## src/rtl/systolic_pkg.sv

```systemverilog
`default_nettype none
// +----------------------------------------------------------------------+
// | Module   : systolic_pkg                                              |
// | Brief    : Shared defaults, FSM encoding and flush length for the    |
// |            systolic array input-skew feeder.                         |
// | Revision : 1.0 - initial release                                     |
// +----------------------------------------------------------------------+
package systolic_pkg;

  localparam int DEF_DATA_SIZE = 2;
  localparam int DEF_N         = 4;

  // Cycles of zero injection after the last slice: the last operand pair
  // needs 2N-2 further cycles to reach the far corner cell (N-1,N-1).
  localparam int DEF_FLUSH_LEN = 2 * DEF_N - 2;

  typedef enum logic [1:0] {
    IDLE  = 2'd0,
    FEED  = 2'd1,
    FLUSH = 2'd2,
    DONE  = 2'd3
  } feeder_state_t;

  function automatic int flush_len(input int n);
    return 2 * n - 2;
  endfunction

endpackage
`default_nettype wire

```

## src/rtl/skew_delay.sv

```systemverilog
`default_nettype none
// +----------------------------------------------------------------------+
// | Module   : skew_delay                                                |
// | Brief    : Reset-clearable shift register of DEPTH stages; DEPTH=0   |
// |            is a plain wire.                                          |
// | Revision : 1.0 - initial release                                     |
// +----------------------------------------------------------------------+
module skew_delay #(
  parameter int WIDTH = 1,
  parameter int DEPTH = 0
) (
  input  logic             clk,
  input  logic             reset,
  input  logic [WIDTH-1:0] din,
  output logic [WIDTH-1:0] dout
);

  generate
    if (DEPTH == 0) begin : g_pass
      // Lane 0 has no extra delay; clock and reset are intentionally idle.
      logic w_unused;
      assign w_unused = clk ^ reset;
      assign dout     = din;
    end else begin : g_shift
      logic [WIDTH-1:0] r_stage [DEPTH];

      // Shift one stage per cycle; reset empties the whole line.
      always_ff @(posedge clk or negedge reset) begin
        if (!reset) begin
          for (int s = 0; s < DEPTH; s++) r_stage[s] <= '0;
        end else begin
          r_stage[0] <= din;
          for (int s = 1; s < DEPTH; s++) r_stage[s] <= r_stage[s-1];
        end
      end

      assign dout = r_stage[DEPTH-1];
    end
  endgenerate

endmodule
`default_nettype wire

```

## src/rtl/systolic_feeder.sv

```systemverilog
`default_nettype none
// +----------------------------------------------------------------------+
// | Module   : systolic_feeder                                           |
// | Brief    : Input-skew stage for an N x N systolic array. Registers   |
// |            one k-slice per cycle, delays row/column i by i cycles,   |
// |            tags the first slice, zero-fills bubbles and flushes.     |
// | Revision : 1.0 - initial release                                     |
// +----------------------------------------------------------------------+
module systolic_feeder
  import systolic_pkg::*;
#(
  parameter int DATA_SIZE = DEF_DATA_SIZE,
  parameter int N         = DEF_N
) (
  input  logic                   clk,
  input  logic                   reset,
  input  logic                   slice_valid,
  output logic                   slice_ready,
  input  logic                   slice_last,
  input  logic [N*DATA_SIZE-1:0] slice_a,
  input  logic [N*DATA_SIZE-1:0] slice_b,
  output logic [N*DATA_SIZE-1:0] a_out,
  output logic [N*DATA_SIZE-1:0] b_out,
  output logic [N-1:0]           a_first,
  output logic [N-1:0]           b_first,
  output logic                   busy,
  output logic                   done
);

  localparam int FLUSH_LEN = flush_len(N);
  localparam int CNT_W     = (FLUSH_LEN > 1) ? $clog2(FLUSH_LEN) : 1;
  localparam logic [CNT_W-1:0] CNT_LAST = CNT_W'(FLUSH_LEN - 1);

  feeder_state_t            r_state;
  feeder_state_t            w_state_nxt;
  logic [CNT_W-1:0]         r_flush_cnt;
  logic                     w_ready_st;
  logic                     w_done;
  logic                     w_xfer;
  logic                     w_first;
  logic [N*DATA_SIZE-1:0]   r_in_a;
  logic [N*DATA_SIZE-1:0]   r_in_b;
  logic                     r_in_first;

  // Ready is decided by state alone; it is only held low while reset is
  // asserted so that every output reads zero during reset.
  assign slice_ready = w_ready_st & reset;
  assign w_xfer      = slice_valid & slice_ready;
  assign w_first     = w_xfer && (r_state == IDLE);
  assign busy        = (r_state != IDLE);
  assign done        = w_done;

  // State register.
  always_ff @(posedge clk or negedge reset) begin
    if (!reset) r_state <= IDLE;
    else        r_state <= w_state_nxt;
  end

  // Next-state and state-decoded outputs. IDLE/FEED always offer ready,
  // so slice_valid alone stands for a transfer there (avoids a loop
  // through slice_ready).
  always_comb begin
    w_state_nxt = r_state;
    w_ready_st  = 1'b0;
    w_done      = 1'b0;
    case (r_state)
      IDLE: begin
        w_ready_st = 1'b1;
        if (slice_valid) w_state_nxt = slice_last ? FLUSH : FEED;
      end
      FEED: begin
        w_ready_st = 1'b1;
        if (slice_valid && slice_last) w_state_nxt = FLUSH;
      end
      FLUSH: begin
        if (r_flush_cnt == CNT_LAST) w_state_nxt = DONE;
      end
      DONE: begin
        w_done      = 1'b1;
        w_state_nxt = IDLE;
      end
      default: w_state_nxt = IDLE;
    endcase
  end

  // Flush counter runs 0..FLUSH_LEN-1 while flushing and rests at zero.
  always_ff @(posedge clk or negedge reset) begin
    if (!reset) begin
      r_flush_cnt <= '0;
    end else if (r_state == FLUSH) begin
      r_flush_cnt <= (r_flush_cnt == CNT_LAST) ? '0 : r_flush_cnt + 1'b1;
    end else begin
      r_flush_cnt <= '0;
    end
  end

  // Common input register: the slice on a transfer, zeros on any other cycle.
  always_ff @(posedge clk or negedge reset) begin
    if (!reset) begin
      r_in_a     <= '0;
      r_in_b     <= '0;
      r_in_first <= 1'b0;
    end else begin
      r_in_a     <= w_xfer ? slice_a : '0;
      r_in_b     <= w_xfer ? slice_b : '0;
      r_in_first <= w_first;
    end
  end

  generate
    for (genvar i = 0; i < N; i++) begin : g_row
      logic [DATA_SIZE:0] w_lane;
      skew_delay #(
        .WIDTH (DATA_SIZE + 1),
        .DEPTH (i)
      ) u_skew (
        .clk   (clk),
        .reset (reset),
        .din   ({r_in_first, r_in_a[i*DATA_SIZE +: DATA_SIZE]}),
        .dout  (w_lane)
      );
      assign a_out[i*DATA_SIZE +: DATA_SIZE] = w_lane[DATA_SIZE-1:0];
      assign a_first[i]                      = w_lane[DATA_SIZE];
    end

    for (genvar j = 0; j < N; j++) begin : g_col
      logic [DATA_SIZE:0] w_lane;
      skew_delay #(
        .WIDTH (DATA_SIZE + 1),
        .DEPTH (j)
      ) u_skew (
        .clk   (clk),
        .reset (reset),
        .din   ({r_in_first, r_in_b[j*DATA_SIZE +: DATA_SIZE]}),
        .dout  (w_lane)
      );
      assign b_out[j*DATA_SIZE +: DATA_SIZE] = w_lane[DATA_SIZE-1:0];
      assign b_first[j]                      = w_lane[DATA_SIZE];
    end
  endgenerate

endmodule
`default_nettype wire

```

## config.mk

```make
export PLATFORM = sky130hd
export DESIGN_NAME = systolic_feeder
export DESIGN_NICKNAME = d
export VERILOG_FILES = /design/src/rtl/systolic_pkg.sv /design/src/rtl/skew_delay.sv /design/src/rtl/systolic_feeder.sv
export SDC_FILE = /design/constraint.sdc
export NUM_CORES = 1
export LEC_CHECK = 0
export BUFFER_PORTS_ARGS = -buffer_cell sky130_fd_sc_hd__buf_2
export CORE_MARGIN = 2
export CORE_UTILIZATION = 30
export DETAILED_ROUTE_END_ITERATION = 12
export PLACE_DENSITY_LB_ADDON = 0.2
export SLEW_MARGIN = 10
export SYNTH_ARGS = -nofsm -noshare
export SYNTH_HDL_FRONTEND = slang
export SYNTH_SLANG_ARGS = --single-unit
```

## constraint.sdc

```tcl
create_clock -name clk -period 3.2 [get_ports clk]
set_clock_uncertainty 0.05 [all_clocks]
set_input_delay 0.96 -clock clk [delete_from_list [all_inputs] [get_ports clk]]
set_output_delay 0.96 -clock clk [all_outputs]
set_load 0.1 [all_outputs]
```

==> reports/qor.yml <==
syn_area_um2: 1653
hpwlAfterDp_um: 1802
synthTopCellsByArea: "dfrtp_1 (74%), buf_4 (7.3%), and3_1 (6.8%)"
netlist_instances: 109
wirelength_um: 2558
clock_latency_ps: 290
period_needed_ps: 2688
yosys_warnings: 0
final_layout_size_suffix_gt1_share_pct: 37.41
synth_top_area_share_pct: 74.19
ios: 47
io_buffers: 46
finalSetupViolCount: 0
worstRegToRegCells: 5
cts-root-buf: "clkbuf_8"
yosysMostFrequentCell: "dfrtp_1"
cts_tree: "done"
critPathRequiredTime_ps: 2190
synth-main-ff-cell: "dfrtp_1"
grt_max_degree: 51
core_um2: 5405
nets: 171
min_from: "g_col[2].u_skew.g_shift.r_stage[4]"
ys_async_sr_fraction_pct: 100.0
ys_top_cells_by_count: "dfrtp_1 (49), and3_1 (18), buf_4 (16)"
die_w_um: 78.23
rsz0062_at_grt: "no"
synth-edff-count: 0
ant_nets: 0
hold_viol: 0
hp-class: "reg2reg"
fillCellCount: 542
place.gp.congestion: 0.6963
htree_levels: 2
holdWs_ps: 300.9
finalCritPeriodShare_pct: 84.01
drtIter0Drc: 44
tns_ps: 0
status: "completed"
cts.sinks: 49
cts-resized-gates: 0
hold_end: "g_col[2].u_skew.dout[1]"
whs_path_depth: 0
crit-reg2reg-launch: "r_state[0]"
antenna_cells: 0
r2r-end: "r_state[0]"
setup.worst_path.start_class: "flip-flop"
critPathMaxFanout: 4
clk_pin_slew_worst_paths_ps: 80
dr.pass1.iters: 4
worstSetupPathType: "reg2out"
synthesis.nets: 134
arrival_ps: 1680
antenna_found_initial: 0
vias: 878
via_per_inst: 4.009
worst_pin_slew_ps: 590.8
power.density_nw_per_um2: 959.9
cts_buffers: 5
seq_area_frac_synth_pct: 74.19
rows: 27
peakVddDrop_mv: 0.3418
grt_pass1_wl_um: 4146
start_util_pct: 30.58
cts_setup_buffers: 0
synthDistinctLibCells: 17
fmax_ghz: 0.3720
grtUsageTotal_pct: 9.301
cts_hold_buf: 0
yosysTopAreaCell: "dfrtp_1"
die_area_um2: 6119
critPathCaptureType: "primary output"
cap_violations: 0
syn_area_per_cell_um2: 15.16
power.leakage_nw: 1.167
drc: 0
synthToLayoutAreaGrowth_pct: 20.44
rrSetupSlack_ps: 1310
grt_pass1_vias: 879
dieHeight_um: 78.23
clock_path_buffers: 2
slew_headroom_pct: 60.61
gr-total-overflow: 0
ys_ff_latch: 49
routedWlPerCell_um: 11.68
maxSlewViolCount: 0
worst max-delay path by stage:
stage               start          end  slack (ps)
2_1_floorplan       reset  slice_ready         520
3_3_place_gp        reset  slice_ready         710
3_5_place_dp        reset  slice_ready         690
4_1_cts        r_state[0]  slice_ready         460
5_1_grt        r_state[0]  slice_ready         390
6_report       r_state[0]  slice_ready         510
logic make-up (layout without fill, tap and decap cells):
| group | count (synthesis) | count (layout) | synth area share [%] |
|---|---|---|---|
| XOR/XNOR | 1 | 1 | 0.5300 |
| AND/OR/NAND/NOR | 25 | 25 | 9.237 |
| flip-flops | 49 | 49 | 74.19 |
| buffers and inverters | 23 | 61 | 8.933 |
| AO/OA/AOI/OAI | 2 | 2 | 0.9081 |
| multiplexers | 4 | 4 | 2.423 |
| adder cells (fa/ha/maj) | 5 | 5 | 3.785 |
layer usage:
metal,GRT usage [%],wire length (um),share of wire (%)
met5,0,0,0
met4,5.263,70,2.7
met3,3.678,178,7.0
met2,14.48,1279,50
met1,10.97,1031,40
cell usage in the layout (no fill, tap or decap), drive strengths merged:
cell | Yosys | final
a222oi | 1 | 1
and2 | 2 | 2
and3 | 18 | 18
buf | 17 | 48
bufinv | 0 | 1
clkbuf | 1 | 7
dfrtp | 49 | 49
ha | 5 | 5
inv | 5 | 5
mux2i | 4 | 4
nand2 | 2 | 2
nand3b | 1 | 1
nor2b | 1 | 1
o21ai | 1 | 1
or2 | 1 | 1
xor2 | 1 | 1
power breakdown:
| group | total (mW) | internal (mW) | switching (mW) | leakage (nW) |
|---|---|---|---|---|
| Combinational | 0.724 | 0.153 | 0.571 | 0.440 |
| Sequential | 0.745 | 0.706 | 0.0389 | 0.669 |
| Clock | 0.442 | 0.255 | 0.188 | 0.0585 |
| Total | 1.91 | 1.11 | 0.798 | 1.17 |
flip-flops by register name, summed over array words and instances, names as in the netlist:
| signal | count |
|---|---|
| r_in_first | 1 |
| g_col.u_skew.g_shift.r_stage | 6 |
| g_row.u_skew.dout | 6 |
| r_in_a | 8 |
| r_in_b | 8 |
| g_row.u_skew.g_shift.r_stage | 6 |
| r_flush_cnt | 3 |
| g_col.u_skew.dout | 9 |
| r_state | 2 |
critical path, cell delays in order, from the launching register on:
cell	delay (ps)
dfrtp_1	390
inv_1	100
ha_1	220
or2_0	250
and2_0	230
buf_12	190
area by class of cell:
type | count | area, um^2 | area share [%]
clock buffers | 7 | 86.33 | 4.337
clock inverters | 1 | 30.03 | 1.508
inverters | 5 | 18.77 | 0.9428
multi-input cells | 37 | 279.0 | 14.02
flip-flops and latches | 49 | 1226 | 61.60
well taps | 72 | 90.09 | 4.525
repair buffers | 48 | 260.3 | 13.07
through the flow:
| step | setup slack (ps) | power, mW | utilization [%] | cell area [um^2] | instances |
|---|---|---|---|---|---|
| 6_report | 511.6 | 1.911 | 36.83 | 1991 | 219 |
| 5_1_grt | 385.7 | 2.002 | 36.83 | 1991 | 219 |
| 4_1_cts | 461.8 | 1.938 | 36.83 | 1991 | 219 |
| 3_5_place_dp | 688.6 | 1.492 | 34.68 | 1874 | 211 |
| 3_3_place_gp | 706.5 | 1.468 | 34.68 | 1874 | 211 |
| 2_1_floorplan | 522.1 | 1.375 | - | 1653 | 109 |
Note: power is estimated with default switching activity, not from simulation.
